--- config.mk ---
export PLATFORM = sky130hd
export DESIGN_NAME = ifu_prefetch
export DESIGN_NICKNAME = d
export VERILOG_FILES = /design/src/rtl/ifu_pkg.sv /design/src/rtl/ifu_fetch_fifo.sv /design/src/rtl/ifu_prefetch.sv
export SDC_FILE = /design/constraint.sdc
export NUM_CORES = 1
export LEC_CHECK = 0
export ABC_AREA = 1
export CORE_AREA = 2 2 198 200
export CTS_BUF_LIST = sky130_fd_sc_hd__clkbuf_4 sky130_fd_sc_hd__clkbuf_8
export DETAILED_ROUTE_END_ITERATION = 8
export DIE_AREA = 0 0 200 202
export PLACE_DENSITY = 0.66
export REMOVE_ABC_BUFFERS = 1
export SLEW_MARGIN = 20
export SYNTH_ARGS = -nofsm -noshare
export SYNTH_HDL_FRONTEND = slang
export SYNTH_SLANG_ARGS = --single-unit
export TNS_END_PERCENT = 30
--- constraint.sdc ---
create_clock -name clk -period 7 [get_ports clk]
set_input_delay 1.4 -clock clk [delete_from_list [all_inputs] [get_ports clk]]
set_output_delay 1.4 -clock clk [all_outputs]
set_load 0.005 [all_outputs]
--- src/rtl/ifu_pkg.sv ---
// rtl/ifu_pkg.sv - shared types and AXI constants for the instruction prefetch unit
package ifu_pkg;

   // Instruction/PC width of the queue entries (fixed 32 in this generation)
   localparam int IFU_XLEN = 32;

   localparam logic [1:0] FETCH_ID       = 2'd0;
   localparam logic [1:0] AXI_BURST_INCR = 2'b01;
   localparam logic [2:0] AXI_SIZE_4B    = 3'b010;
   localparam logic [1:0] AXI_RESP_OKAY  = 2'b00;

   typedef struct packed {
      logic [IFU_XLEN-1:0] inst;
      logic [IFU_XLEN-1:0] pc;
      logic                err;
   } fetch_entry_t;

   typedef enum logic {
      AR_IDLE,
      AR_REQ
   } ar_state_t;

endpackage

--- src/rtl/ifu_fetch_fifo.sv ---
// rtl/ifu_fetch_fifo.sv - synchronous instruction queue with flush and occupancy count
module ifu_fetch_fifo
   import ifu_pkg::*;
#(
   parameter int DEPTH = 4,
   localparam int AW = (DEPTH > 1) ? $clog2(DEPTH) : 1
) (
   input  logic         clk,
   input  logic         rst,
   input  logic         clear,
   input  logic         push,
   input  fetch_entry_t push_data,
   input  logic         pop,
   output fetch_entry_t head,
   output logic         head_valid,
   output logic [AW:0]  count
);

   localparam logic [AW:0] FULL = (AW+1)'(DEPTH);

   fetch_entry_t mem [DEPTH];
   logic [AW-1:0] wr_ptr;
   logic [AW-1:0] rd_ptr;
   logic          do_push;
   logic          do_pop;

   assign do_push    = push && (count != FULL);
   assign do_pop     = pop && (count != '0);
   assign head_valid = (count != '0);
   // Empty queue presents an all-zero head so outputs read 0 out of reset
   assign head       = head_valid ? mem[rd_ptr] : '0;

   // Pointer and occupancy tracking; a flush empties the queue at once
   always_ff @(posedge clk) begin
      if (rst || clear) begin
         wr_ptr <= '0;
         rd_ptr <= '0;
         count  <= '0;
      end else begin
         if (do_push) wr_ptr <= wr_ptr + AW'(1);
         if (do_pop)  rd_ptr <= rd_ptr + AW'(1);
         count <= count + (AW+1)'(do_push) - (AW+1)'(do_pop);
      end
   end

   // Entry storage; contents only matter while counted as valid
   always_ff @(posedge clk) begin
      if (do_push && !(rst || clear)) mem[wr_ptr] <= push_data;
   end

endmodule

--- src/rtl/ifu_prefetch.sv ---
// rtl/ifu_prefetch.sv - multi-outstanding AXI4 instruction prefetcher with redirect and stale-drop
module ifu_prefetch
   import ifu_pkg::*;
#(
   parameter int                  ADDR_WIDTH      = 32,
   parameter int                  DATA_WIDTH      = 32,
   parameter int                  ID_WIDTH        = 2,
   parameter int                  MAX_OUTSTANDING = 4,
   parameter int                  FIFO_DEPTH      = 4,
   parameter logic [ADDR_WIDTH-1:0] RESET_PC      = 32'h8000_0000
) (
   input  logic                  clk,
   input  logic                  rst,
   input  logic                  redirect_i,
   input  logic [ADDR_WIDTH-1:0] redirect_addr_i,
   output logic                  inst_valid_o,
   output logic [DATA_WIDTH-1:0] inst_o,
   output logic [ADDR_WIDTH-1:0] inst_addr_o,
   output logic                  inst_err_o,
   input  logic                  inst_ready_i,
   output logic [ID_WIDTH-1:0]   M_AXI_ARID,
   output logic [ADDR_WIDTH-1:0] M_AXI_ARADDR,
   output logic [7:0]            M_AXI_ARLEN,
   output logic [2:0]            M_AXI_ARSIZE,
   output logic [1:0]            M_AXI_ARBURST,
   output logic                  M_AXI_ARVALID,
   input  logic                  M_AXI_ARREADY,
   input  logic [ID_WIDTH-1:0]   M_AXI_RID,
   input  logic [DATA_WIDTH-1:0] M_AXI_RDATA,
   input  logic [1:0]            M_AXI_RRESP,
   input  logic                  M_AXI_RLAST,
   input  logic                  M_AXI_RVALID,
   output logic                  M_AXI_RREADY
);

   localparam int         FAW     = (FIFO_DEPTH > 1) ? $clog2(FIFO_DEPTH) : 1;
   localparam logic [3:0] MAX_OUT = 4'(MAX_OUTSTANDING);
   localparam logic [7:0] DEPTH_C = 8'(FIFO_DEPTH);

   ar_state_t             state, state_n;
   logic [ADDR_WIDTH-1:0] fetch_pc, fetch_pc_n;
   logic [ADDR_WIDTH-1:0] resp_pc;
   logic [ADDR_WIDTH-1:0] ar_addr, ar_addr_n;
   logic [3:0]            inflight, inflight_n;
   logic [3:0]            drop_cnt, drop_n;
   logic                  pend_stale, pend_stale_n;
   logic [FAW:0]          fifo_cnt, fifo_cnt_n;
   logic [7:0]            credit;
   logic                  ar_fire, r_fire, r_drop, held, issue;
   logic                  push, pop;
   fetch_entry_t          push_data, head;
   logic                  head_valid;
   logic                  unused_rbits;

   assign unused_rbits  = &{1'b0, M_AXI_RID, M_AXI_RLAST};

   assign M_AXI_ARID    = ID_WIDTH'(FETCH_ID);
   assign M_AXI_ARADDR  = ar_addr;
   assign M_AXI_ARLEN   = 8'd0;
   assign M_AXI_ARSIZE  = AXI_SIZE_4B;
   assign M_AXI_ARBURST = AXI_BURST_INCR;
   assign M_AXI_ARVALID = (state == AR_REQ);
   assign M_AXI_RREADY  = 1'b1;

   assign ar_fire = (state == AR_REQ) && M_AXI_ARREADY;
   assign held    = (state == AR_REQ) && !M_AXI_ARREADY;
   // A beat with nothing outstanding is ignored so inflight cannot wrap
   assign r_fire  = M_AXI_RVALID && (inflight != 4'd0);
   assign r_drop  = r_fire && (drop_cnt != 4'd0);
   assign push    = r_fire && !r_drop && !redirect_i;
   assign pop     = inst_valid_o && inst_ready_i && !redirect_i;

   assign push_data.inst = IFU_XLEN'(M_AXI_RDATA);
   assign push_data.pc   = IFU_XLEN'(resp_pc);
   assign push_data.err  = (M_AXI_RRESP != AXI_RESP_OKAY);

   assign inst_valid_o = head_valid;
   assign inst_o       = DATA_WIDTH'(head.inst);
   assign inst_addr_o  = ADDR_WIDTH'(head.pc);
   assign inst_err_o   = head.err;

   ifu_fetch_fifo #(.DEPTH(FIFO_DEPTH)) u_fifo (
      .clk        (clk),
      .rst        (rst),
      .clear      (redirect_i),
      .push       (push),
      .push_data  (push_data),
      .pop        (pop),
      .head       (head),
      .head_valid (head_valid),
      .count      (fifo_cnt)
   );

   // Post-edge counter values; issue credit is judged on these so ARs can go back-to-back
   always_comb begin
      inflight_n   = inflight + 4'(ar_fire) - 4'(r_fire);
      drop_n       = drop_cnt - 4'(r_drop) + 4'(ar_fire && pend_stale);
      pend_stale_n = pend_stale && !ar_fire;
      fetch_pc_n   = (ar_fire && !pend_stale) ? fetch_pc + ADDR_WIDTH'(4) : fetch_pc;
      fifo_cnt_n   = fifo_cnt + (FAW+1)'(push) - (FAW+1)'(pop);
      if (redirect_i) begin
         // Everything still in flight after this edge belongs to the old path
         drop_n       = inflight_n;
         pend_stale_n = held;
         fetch_pc_n   = redirect_addr_i;
         fifo_cnt_n   = '0;
      end
      credit = 8'(fifo_cnt_n) + 8'(inflight_n) - 8'(drop_n);
      issue  = !held && (inflight_n < MAX_OUT) && (credit < DEPTH_C);
   end

   // AR next-state: hold until accepted, otherwise raise whenever credit allows
   always_comb begin
      state_n   = AR_IDLE;
      ar_addr_n = ar_addr;
      if (held) begin
         state_n = AR_REQ;
      end else if (issue) begin
         state_n   = AR_REQ;
         ar_addr_n = fetch_pc_n;
      end
   end

   // AR state and address registers
   always_ff @(posedge clk) begin
      if (rst) begin
         state   <= AR_IDLE;
         ar_addr <= RESET_PC;
      end else begin
         state   <= state_n;
         ar_addr <= ar_addr_n;
      end
   end

   // Outstanding/stale bookkeeping and the two PCs
   always_ff @(posedge clk) begin
      if (rst) begin
         inflight   <= '0;
         drop_cnt   <= '0;
         pend_stale <= 1'b0;
         fetch_pc   <= RESET_PC;
         resp_pc    <= RESET_PC;
      end else begin
         inflight   <= inflight_n;
         drop_cnt   <= drop_n;
         pend_stale <= pend_stale_n;
         fetch_pc   <= fetch_pc_n;
         if (redirect_i)  resp_pc <= redirect_addr_i;
         else if (push)   resp_pc <= resp_pc + ADDR_WIDTH'(4);
      end
   end

endmodule

After elaboration in Yosys (flattened, before gate mapping)
Memory sizes are Yosys's and may differ from the RTL's. A register that Yosys moved wholly into a read port is not among the register bits.
Cells that the tools add are included.
- bits in writable memories: 260
- logic and storage cells: 73
- memories: 1
- output and inout port bits: 115
- register bits: 113
- bitwise logic cells: 1
- reduce and logical (&&, ||, !) cells: 30
- add/sub/neg operators: 14
- muxes and demuxes: 14
- order comparisons: 2
- eq/ne operators: 1
- memories (memory ; words ; bits a word ; rd ports ; clocked after Yosys merged registers in ; write ports ; RTL line ; text):
    u_fifo.mem ; 4 ; 65 ; 1 ; 1 ; 1 ; ifu_fetch_fifo.sv:21 ; fetch_entry_t mem [DEPTH];
- operators by type and width (kind ; number):
    2-to-1 mux 32 bit ; 4
    2-to-1 mux 65 bit ; 1
    adder 32 x 3 -> 32 bit, second input constant ; 2
    logical AND 1 bit ; 16
    adder 4 x 1 -> 4 bit ; 2
    < comparator 8 x 3 -> 1 bit, second input constant ; 1
    nonzero test 4 bit ; 2
    subtractor 4 x 1 -> 4 bit ; 2
    logical NOT 1 bit ; 7
    adder 3 x 1 -> 3 bit ; 2
    subtractor 3 x 1 -> 3 bit ; 2
    subtractor 5 x 4 -> 6 bit ; 1
    adder 3 x 4 -> 5 bit ; 1
    2-to-1 mux 1 bit ; 5
    adder 2 x 1 -> 2 bit, second input constant ; 2
    < comparator 4 x 3 -> 1 bit, second input constant ; 1
    2-to-1 mux 2 bit ; 2
    2-to-1 mux 4 bit ; 1
    nonzero test 2 bit ; 2
    2-to-1 mux 3 bit ; 1
    != test 3 bit, second input constant ; 1
    nonzero test 3 bit ; 1
    AND reduction 2 bit ; 1
    logical OR 1 bit ; 1
    NOT 1 bit ; 1

Depth between registers and ports, before layout
Gate-level depths: netlist of the first run.
- depth in word-level cells: 15
- gate-level depth with buffers: 27
- depth with buffers taken out: 26

By module
Synthesis of the first run repeated with hierarchy kept, for this count alone.
- cells, all modules: 2083
- area, all modules: 17918.4 µm²
- by module, submodules not included (module ; instances ; area an instance (µm²) ; cells an instance):
    ifu_fetch_fifo ; 1 ; 11574.9 ; 1095
    ifu_prefetch ; 1 ; 6343.6 ; 988

Worst setup path before layout of the first run
OpenSTA, ideal clock, no wires.
- path type: input-to-reg
- from: in M_AXI_RVALID
- to: mem u_fifo.mem[0][0] (netlist bit), enable pin
- library setup time: 0.488 ns
- required time: 6.512 ns
- path slack: 1.634 ns
- stages: 8
- arrival: 4.877 ns
- cells stage by stage: nand2_1 -> nor2_4 -> inv_1 -> nor2_4 -> o21ai_2 -> inv_2 -> nand2_1 -> nor2_1
- longest elaborated chain between the ends: 9
- RTL lines (what ; RTL line ; text):
    start, declared ; ifu_prefetch.sv:32 ; input logic M_AXI_RVALID,
    logical AND 1 bit (*) ; ifu_prefetch.sv:68 ; assign r_fire = M_AXI_RVALID && (inflight != 4'd0);
    logical AND 1 bit ; ifu_prefetch.sv:69 ; assign r_drop = r_fire && (drop_cnt != 4'd0);
    logical NOT 1 bit ; ifu_prefetch.sv:70 ; assign push = r_fire && !r_drop && !redirect_i;
    logical AND 1 bit (*) (2 in a row) ; ifu_prefetch.sv:70 ;
    logical AND 1 bit (*) ; ifu_fetch_fifo.sv:27 ; assign do_push = push && (count != FULL);
    named net u_fifo.do_push ; ifu_fetch_fifo.sv:24 ; logic do_push;
    logical AND 1 bit (*) ; ifu_fetch_fifo.sv:48 ; if (do_push && !(rst || clear)) mem[wr_ptr] <= push_data;
    2-to-1 mux 1 bit (*) ; ifu_fetch_fifo.sv:48 ;
    2-to-1 mux 1 bit (not written as such) (*) ; ifu_fetch_fifo.sv:48 ;
    end, declared ; ifu_fetch_fifo.sv:21 ;
Mark *: on every way through the listed nets, which the timed path passes. The rest lies on a longest branch.

Worst setup path after layout of the first run
- from: in M_AXI_ARREADY
- to: reg ar_addr[18], in the netlist M_AXI_ARADDR[18]
- longest elaborated chain between the ends: 8
- elaborated cells on any way between the ends: 20
- RTL lines (what ; RTL line ; text):
    start, declared ; ifu_prefetch.sv:27 ; input logic M_AXI_ARREADY,
    logical AND 1 bit (*) ; ifu_prefetch.sv:65 ; assign ar_fire = (state == AR_REQ) && M_AXI_ARREADY;
    adder 4 x 1 -> 4 bit or logical AND 1 bit (tied branches) ; ifu_prefetch.sv:96, ifu_prefetch.sv:97 ;
    subtractor 4 x 1 -> 4 bit or adder 4 x 1 -> 4 bit (tied branches) ; ifu_prefetch.sv:96, ifu_prefetch.sv:97 ;
    2-to-1 mux 4 bit (*) ; ifu_prefetch.sv:101 ; if (redirect_i) begin
    named net drop_n[2] ; ifu_prefetch.sv:45 ; logic [3:0] drop_cnt, drop_n;
    subtractor 5 x 4 -> 6 bit (*) ; ifu_prefetch.sv:108 ; credit = 8'(fifo_cnt_n) + 8'(inflight_n) - 8'(drop_n);
    < comparator 8 x 3 -> 1 bit (*) ; ifu_prefetch.sv:109 ; issue = !held && (inflight_n < MAX_OUT) && (credit < DEPTH_C);
    logical AND 1 bit (*) ; ifu_prefetch.sv:109 ;
    AND reduction 2 bit (no line) (*) ; - ;
    end signal, assigned ; ifu_prefetch.sv:131 ; ar_addr <= ar_addr_n;
    end, declared ; ifu_prefetch.sv:43 ; logic [ADDR_WIDTH-1:0] ar_addr, ar_addr_n;
Marks and branches as above.
A chain may end at the register's enable or synchronous reset.

==> metrics.md, run 1 <==
| Metric | Value |
|---|---|
| Largest net degree at the start of global routing | `103` |
| DP HPWL | `26,000 µm` |
| Min-Delay Path Class | `flip-flop to flip-flop` |
| Post-route ant nets | `0` |
| Crit Path Class | `input port to flip-flop` |
| RSZ-0062 raised after global routing | `false` |
| Cell Pwr Density | `294 mW/mm²` |
| CTS Buf Count | `60` |
| Multi-input logic area | `0.00595 mm²` |
| Actual slew at the worst max-slew pin | `1.05 ns` |
| Synth Cell Area | `0.0171 mm²` |
| Number of H-tree levels | `2` |
| Vias | `13,100` |
| VDD IR max | `~0.29 mV` |
| Crit-path cells | `clkdlybuf4s50_1 > nand2_2 > inv_1 > nand2_1 > ha_1 > inv_1 > ha_1 > fa_1 > xor2_1 > nand2_1 > o21ai_0 > fa_1 > fa_1 > inv_1 > o21ai_0 > nand2_1 > a21oi_1 > nand2_4 > clkinv_4 > nand3_1 > nand2_1 > inv_1` |
| Initial Util | `between 40% and 50%` |
| Crit Path Max Fanout | `33` |
| Clk Tree Root Cell | `clkbuf_8` |
| Routability Congestion | `a little under 0.9` |
| WL per Instance | `~17 µm` |
| Lkg Pwr | `~7.6 nW` |
| EDFF count, synth | `260` |
| Top-area cell type share of the netlist area | `approximately 46%` |
| Fillers | `between 3,000 and 4,000` |
| CTS Sinks | `between 300 and 400` |
| Nets | `around 2,100` |
| Avg Synthesized Cell Area | `~9.4 µm²` |
| Tcrit/Tclk final | `between 70% and 80%` |
| I/O Buffers | `between 150 and 200` |
| Die X | `200 µm` |
| Hold slack final | `between 0.4 and 0.5 ns` |
| Setup bufs post-CTS | `0` |
| CTS tree | `yes` |
| Max-cap viol count | `0` |
| Worst skew pair latency | `about 0.65 ns` |
| Post-synthesis register bit count | `approximately 380` |
| Place WS | `between 1 and 1.5 ns` |
| Layout Skew | `about 0.028 ns` |
| Worst rel slew slack | `a little under a third` |
| Slowest-stage cell, CP | `clkdlybuf4s50_1` |
| Clock Tree Buf Depth | `3` |
| Synth cell count leaders | `nor2_1 (361), edfxtp_1 (260), nand2_1 (251)` |
| Area Growth Syn to Fin | `19.7%` |
| Routed vias/inst | `5.14` |
| Share of cells above drive strength 1 | `9.77%` |
| TNS Setup | `0 ns` |
| Total power draw | `0.00601 W` |
| CP Capture Type | `flip-flop` |
| Main synth FF type | `edfxtp_1` |
| Post-Syn Instances | `1,813` |
| Final wirelength | `42,400 µm` |
| Ys async rst share | `0%` |
| Final hold viol count | `0` |
| First-pass GRT wire length | `approximately 66,000 µm` |
| Clock transition at the registers of the reported paths | `~0.060 ns` |
| FF+latch area | `between 0.01 and 0.015 mm²` |
| Overflow after GRT | `0` |
| Die area | `approximately 0.04 mm²` |
| CP startpoint kind | `input port` |
| Sequential fraction of the synthesis area | `between 50% and 60%` |
| Vias in the first global route | `between 10,000 and 15,000` |
| Initial drt markers | `940` |
| IO Count | `190` |
| Yosys cell types | `49` |
| Total iterations of the first detailed-routing run | `5` |
| Status | `completed` |
| Final setup margin | `about 1.7 ns` |
| FMAX | `around 0.19 GHz` |
| GRT Resource Usage Total | `a little over a fifth` |
| CORE AREA | `around 0.038 mm²` |
| Cts repair resizes | `0` |
| Worst path required time | `roughly 7.5 ns` |
| CP peak stage delay | `0.59 ns` |
| Cell Rows | `72` |
| Final setup fails | `0` |
| Crit path DAT | `approximately 5.8 ns` |
| Die Y | `just over 200 µm` |
| Hold-fix buffers, CTS | `0` |
| Initial antenna violation count | `0` |
| Diode count | `0` |
| Area contributors post-synth | `edfxtp_1 (46%), dfxtp_1 (13%), nor2_1 (7.9%), nand2_1 (5.5%), o21ai_0 (4.7%)` |
| DRC errors left | `0` |
| Max-slew violations | `0` |
| Post-route minimum period | `5.32 ns` |
| Cell with the most instances after synthesis | `nor2_1` |
| YS warnings | `0` |
| Post-synth top area cell | `edfxtp_1` |
## where the power goes
group	internal (W)	switching [W]	leakage, nW
Sequential	0.00250	0.0000914	3.30
Clock	0.00108	0.000890	0.668
Combinational	0.000545	0.000898	3.64
## layout make-up
class	instances	share of cell area (%)
clock buffer	81	5.03
clock inverter	31	1.28
inverter	161	2.99
multi-input combinational	1193	29.1
sequential	375	49.5
tap	518	3.17
timing repair buffer	186	8.96
## metrics by stage
step / util, % / cell area (µm²) / instances
floorplan: - / 16600 / 1729
global placement: 50.0 / 19100 / 2432
detailed placement: 50.0 / 19100 / 2432
CTS: 53.3 / 20400 / 2544
global route: 53.4 / 20400 / 2545
finish: 53.4 / 20400 / 2545
## worst max-delay path: cells and delay by family
kind                       cells  cell delay, ns
adders and majority gates      5            1.85
buffers and inverters          6            1.14
and+or+nand+nor                7            0.85
AOI/OAI and AO/OA              3            0.43
xor gates and xnor gates       1            0.17
## routing by layer
metal  share of wire, %  up-vias  track usage (%)
li1                   -     6378                -
met4                2.1        0             6.11
met1                 45     6247             28.0
met5                  0        -                0
met2                 47      382             34.6
met3                6.4       70             3.49
## path summary, 6_finish.rpt
path / startpoint / endpoint / slack, ns / cells after the start
max reg2reg: inflight[2]$_SDFF_PP0_ / M_AXI_ARADDR[18]$_SDFFE_PP0P_ / 2.43 / 23
min reg2reg: u_fifo.rd_ptr[1]$_SDFFE_PP0P_ / flip-flop / 0.47 / 2
max: M_AXI_ARREADY / M_AXI_ARADDR[18]$_SDFFE_PP0P_ / 1.68 / 22
min: u_fifo.rd_ptr[1]$_SDFFE_PP0P_ / flip-flop / 0.47 / 2
## registers in the layout (all words and copies together) (netlist names), 2 cells and up, named ones only
signal	count
u_fifo.mem	260
M_AXI_ARADDR	32
fetch_pc	32
resp_pc	32
drop_cnt	4
inflight	4
u_fifo.count	3
u_fifo.rd_ptr	2
u_fifo.wr_ptr	2
## cells by family (layout without fill, tap and decap cells)
group | count (synthesis) | count (layout) | synth area share (%)
simple gates | 774 | 774 | 19.7
compound gates | 352 | 352 | 10.9
flops | 375 | 375 | 59.2
buf+inv | 259 | 459 | 6.48
fa+ha+maj | 32 | 32 | 2.65
xor+xnor | 19 | 19 | 1.02
other cells | 2 | 16 | 0.0440
## layout by cell type, fill, tap and decap left out, drive strengths merged, types with 2 or more instances in the layout
master         synthesis  routed
a21o                   2       2
clkinvlp               0       5
or2                    5       5
o211ai                 3       3
nand2                259     259
conb                   2      16
fa                     7       7
nor2                 380     380
xor2                  15      15
o21ai                177     177
inv                  160     161
xnor2                  4       4
nand3                 92      92
nor3                  17      17
clkbuf                46      81
nand4                 18      18
clkinv                 1      23
clkdlybuf4s50          0     168
bufinv                 0       3
ha                    25      25
edfxtp               260     260
o21bai                 6       6
dfxtp                115     115
buf                   52      18
a31oi                  9       9
a21oi                151     151
Note: power is estimated with default switching activity, not from simulation.
==> run 2: changes to the inputs <==
==> constraint.sdc (replaced) <==
create_clock -name clk -period 5.24 [get_ports clk]
set_input_delay 1.048 -clock clk [delete_from_list [all_inputs] [get_ports clk]]
set_output_delay 1.048 -clock clk [all_outputs]
set_load 0.005 [all_outputs]
==> run 2 against run 1 <==
Global-route usage is essentially flat. Utilization grew 0.15 points. Critical path depth shrank 1. Critical endpoint is now M_AXI_ARADDR[15]$_SDFFE_PP0P_. Largest power group unchanged.
==> metrics.md, run 2 (synthesis results as in run 1) <==
| Metric | Value |
|---|---|
| Status | `completed (unchanged)` |
| Largest register FFs | `260 (unchanged)` |
| Routability Congestion | `0.913 (was 0.882)` |
| CP Capture Type | `flip-flop (unchanged)` |
| Multi-input logic area | `0.00595 mm² (unchanged)` |
| Largest net degree at the start of global routing | `85 (was 103)` |
| Lkg Pwr | `7.65 nW (was 7.62 nW)` |
| Final hold viol count | `0 (unchanged)` |
| Total iterations of the first detailed-routing run | `5 (unchanged)` |
| Number of H-tree levels | `2 (unchanged)` |
| Cts repair resizes | `0 (unchanged)` |
| CTS Buf Count | `60 (unchanged)` |
| Nets | `2,090 (was 2,084)` |
| Crit path DAT | `5.02 ns (was 5.84 ns)` |
| Cell Pwr Density | `393 mW/mm² (was 294 mW/mm²)` |
| Clk Tree Root Cell | `clkbuf_8 (unchanged)` |
| Min-Delay Path Class | `flip-flop to flip-flop (unchanged)` |
| Max-slew violations | `0 (unchanged)` |
| Crit path to | `M_AXI_ARADDR[15]$_SDFFE_PP0P_ (was M_AXI_ARADDR[18]$_SDFFE_PP0P_)` |
| FF-to-FF Start | `inflight[2]$_SDFF_PP0_ (unchanged)` |
| RSZ-0062 raised after global routing | `false (unchanged)` |
| Die X | `200 µm (unchanged)` |
| Share of cells above drive strength 1 | `9.84% (was 9.77%)` |
| Worst skew pair latency | `0.65 ns (about the same)` |
| WL per Instance | `16.4 µm (was 16.7 µm)` |
| Fillers | `3,472 (was 3,499)` |
| I/O Buffers | `170 (unchanged)` |
| Actual slew at the worst max-slew pin | `0.896 ns (was 1.05 ns)` |
| Diode count | `0 (unchanged)` |
| Die area | `0.0404 mm² (unchanged)` |
| Final setup fails | `0 (unchanged)` |
| Clock Tree Buf Depth | `3 (unchanged)` |
| Initial drt markers | `732 (was 940)` |
| Crit Path Class | `input port to flip-flop (unchanged)` |
| Inst Count DP | `2,439 (was 2,432)` |
| Hold-fix buffers, CTS | `0 (unchanged)` |
| FF-to-FF End | `M_AXI_ARADDR[15]$_SDFFE_PP0P_ (was M_AXI_ARADDR[18]$_SDFFE_PP0P_)` |
| TNS Setup | `0 ns (unchanged)` |
| Post-route ant nets | `0 (unchanged)` |
| Setup bufs post-CTS | `0 (unchanged)` |
| Initial Util | `44.6% (unchanged)` |
| Cell Rows | `72 (unchanged)` |
| Die Y | `202 µm (unchanged)` |
| CP startpoint kind | `input port (unchanged)` |
| Area Growth Syn to Fin | `20.1% (was 19.7%)` |
| DRC errors left | `0 (unchanged)` |
| Most frequent cells in the layout | `nor2_1 (356), edfxtp_1 (260), nand2_1 (251) (unchanged)` |
| IO Count | `190 (unchanged)` |
| Vias | `12,800 (was 13,100)` |
| Vias in the first global route | `12,300 (was 12,700)` |
| Sequential share of power | `43.0% (was 43.2%)` |
| R2r worst-path depth | `23 (unchanged)` |
| Post-route minimum period | `between 4 and 5 ns` |
| Clock transition at the registers of the reported paths | `0.06 ns (about the same)` |
| Overflow after GRT | `0 (unchanged)` |
| Clock Power Share | `32.5% (was 32.8%)` |
| Worst path required time | `5.78 ns (was 7.52 ns)` |
| Final non-filler cell total | `2,550 (was 2,545)` |
| Routed vias/inst | `5.01 (was 5.14)` |
| Largest register by flop count | `u_fifo.mem (unchanged)` |
| Tcrit/Tclk final | `85.5%` |
| Max-cap viol count | `0 (unchanged)` |
| Net Sw Frac | `30.7% (was 31.3%)` |
| Final wirelength | `41,900 µm (was 42,400 µm)` |
| CTS Sinks | `375 (unchanged)` |
| WHS Path Cells | `2 (unchanged)` |
| Initial antenna violation count | `0 (unchanged)` |
| Comb pwr share | `24.5% (was 24.0%)` |
| GRT Resource Usage Total | `20.8% (about the same)` |
| CTS tree | `yes (unchanged)` |
| DP HPWL | `26,200 µm (was 26,000 µm)` |
| Commonest non-fill, non-tap cell in the layout | `nor2_1 (unchanged)` |
| Worst rel slew slack | `40.2% (was 30.2%)` |
| VDD IR max | `0.575 mV (was 0.285 mV)` |
| First-pass GRT wire length | `65,400 µm (was 66,100 µm)` |
| Psw | `0.00247 W (was 0.00188 W)` |
| FMAX | `between 0.2 and 0.25 GHz` |
| R2R Setup Slk | `1.03 ns (was 2.43 ns)` |
| Crit Path Max Fanout | `33 (unchanged)` |
| Internal Power | `0.00559 W (was 0.00413 W)` |
| FF+latch area | `0.0101 mm² (unchanged)` |
| Start point of the critical path | `M_AXI_RVALID (was M_AXI_ARREADY)` |
| Layout Skew | `0.0147 ns (was 0.0284 ns)` |
| CORE AREA | `0.0383 mm² (unchanged)` |
## run 2: cell count changes in the layout (fill, tap and decap cells not counted), moves of 3 or more
cell	delta
clkinv_1	+3
clkbuf_8	-4
buf_12	+4
clkinvlp_4	-3
clkbuf_4	+7
buf_4	+3
clkinv_2	-4
## run 2: worst max-delay path: stages
cell and delay [ns]:
clkdlybuf4s50_1 0.40, nand2_1 0.17, inv_1 0.06, ha_1 0.27, inv_1 0.04, ha_1 0.20, fa_1 0.38, xor2_1 0.19
inv_1 0.12, o21ai_0 0.14, fa_1 0.47, fa_1 0.53, inv_1 0.06, o21ai_0 0.07, nand2_1 0.07, a21oi_1 0.21
nand2_4 0.10, clkinv_4 0.21, nand3_1 0.13, nand2_1 0.08, inv_1 0.04
## run 2: worst min path at each step
stage	start	slack (ns)	to
after detailed placement	u_fifo.rd_ptr[1]$_SDFFE_PP0P_	0.45	flip-flop
final	u_fifo.rd_ptr[1]$_SDFFE_PP0P_	0.46	flip-flop
after floorplan	u_fifo.rd_ptr[1]$_SDFFE_PP0P_	0.44	flip-flop
after global placement	u_fifo.rd_ptr[1]$_SDFFE_PP0P_	0.45	flip-flop
after CTS	u_fifo.rd_ptr[1]$_SDFFE_PP0P_	0.46	flip-flop
after global routing	u_fifo.rd_ptr[1]$_SDFFE_PP0P_	0.50	flip-flop
## run 2: area by class of cell
class | count | share of cell area [%]
flip-flops and latches | 375 | 49.3
multi-input cells | 1193 | 29.0
repair buffers | 192 | 9.30
clock buffers | 84 | 5.00
well taps | 518 | 3.16
inverters | 161 | 2.98
clock inverters | 27 | 1.21
## run 2: through the flow
stage / hold WS, ns / setup slack, ns / util (%) / power (W) / cell area [µm²]
after CTS: 0.465 / 0.802 / 53.5 / 0.00817 / 20500
after global routing: 0.503 / 0.386 / 53.5 / 0.00858 / 20500
final: 0.465 / 0.761 / 53.5 / 0.00806 / 20500
after floorplan: 0.436 / -0.814 / - / 0.00484 / 16600
after global placement: 0.449 / 0.142 / 50.2 / 0.00546 / 19200
after detailed placement: 0.453 / 0.115 / 50.2 / 0.00551 / 19200
## run 2: metal layers
metal,routed length (µm),GRT usage (%),vias up
met5,0,0,-
met2,19900,34.5,330
met4,962,6.75,0
met3,2390,3.12,76
met1,18600,28.1,5974
li1,-,-,6396
## run 2: power by group through the flow
stage	sequential, W	combinational [W]	clock [W]
4_1_cts	0.00347	0.00200	0.00270
3_3_place_gp	0.00352	0.00194	0
3_5_place_dp	0.00352	0.00199	0
5_1_grt	0.00348	0.00228	0.00281
6_report	0.00347	0.00197	0.00262
2_1_floorplan	0.00350	0.00134	0
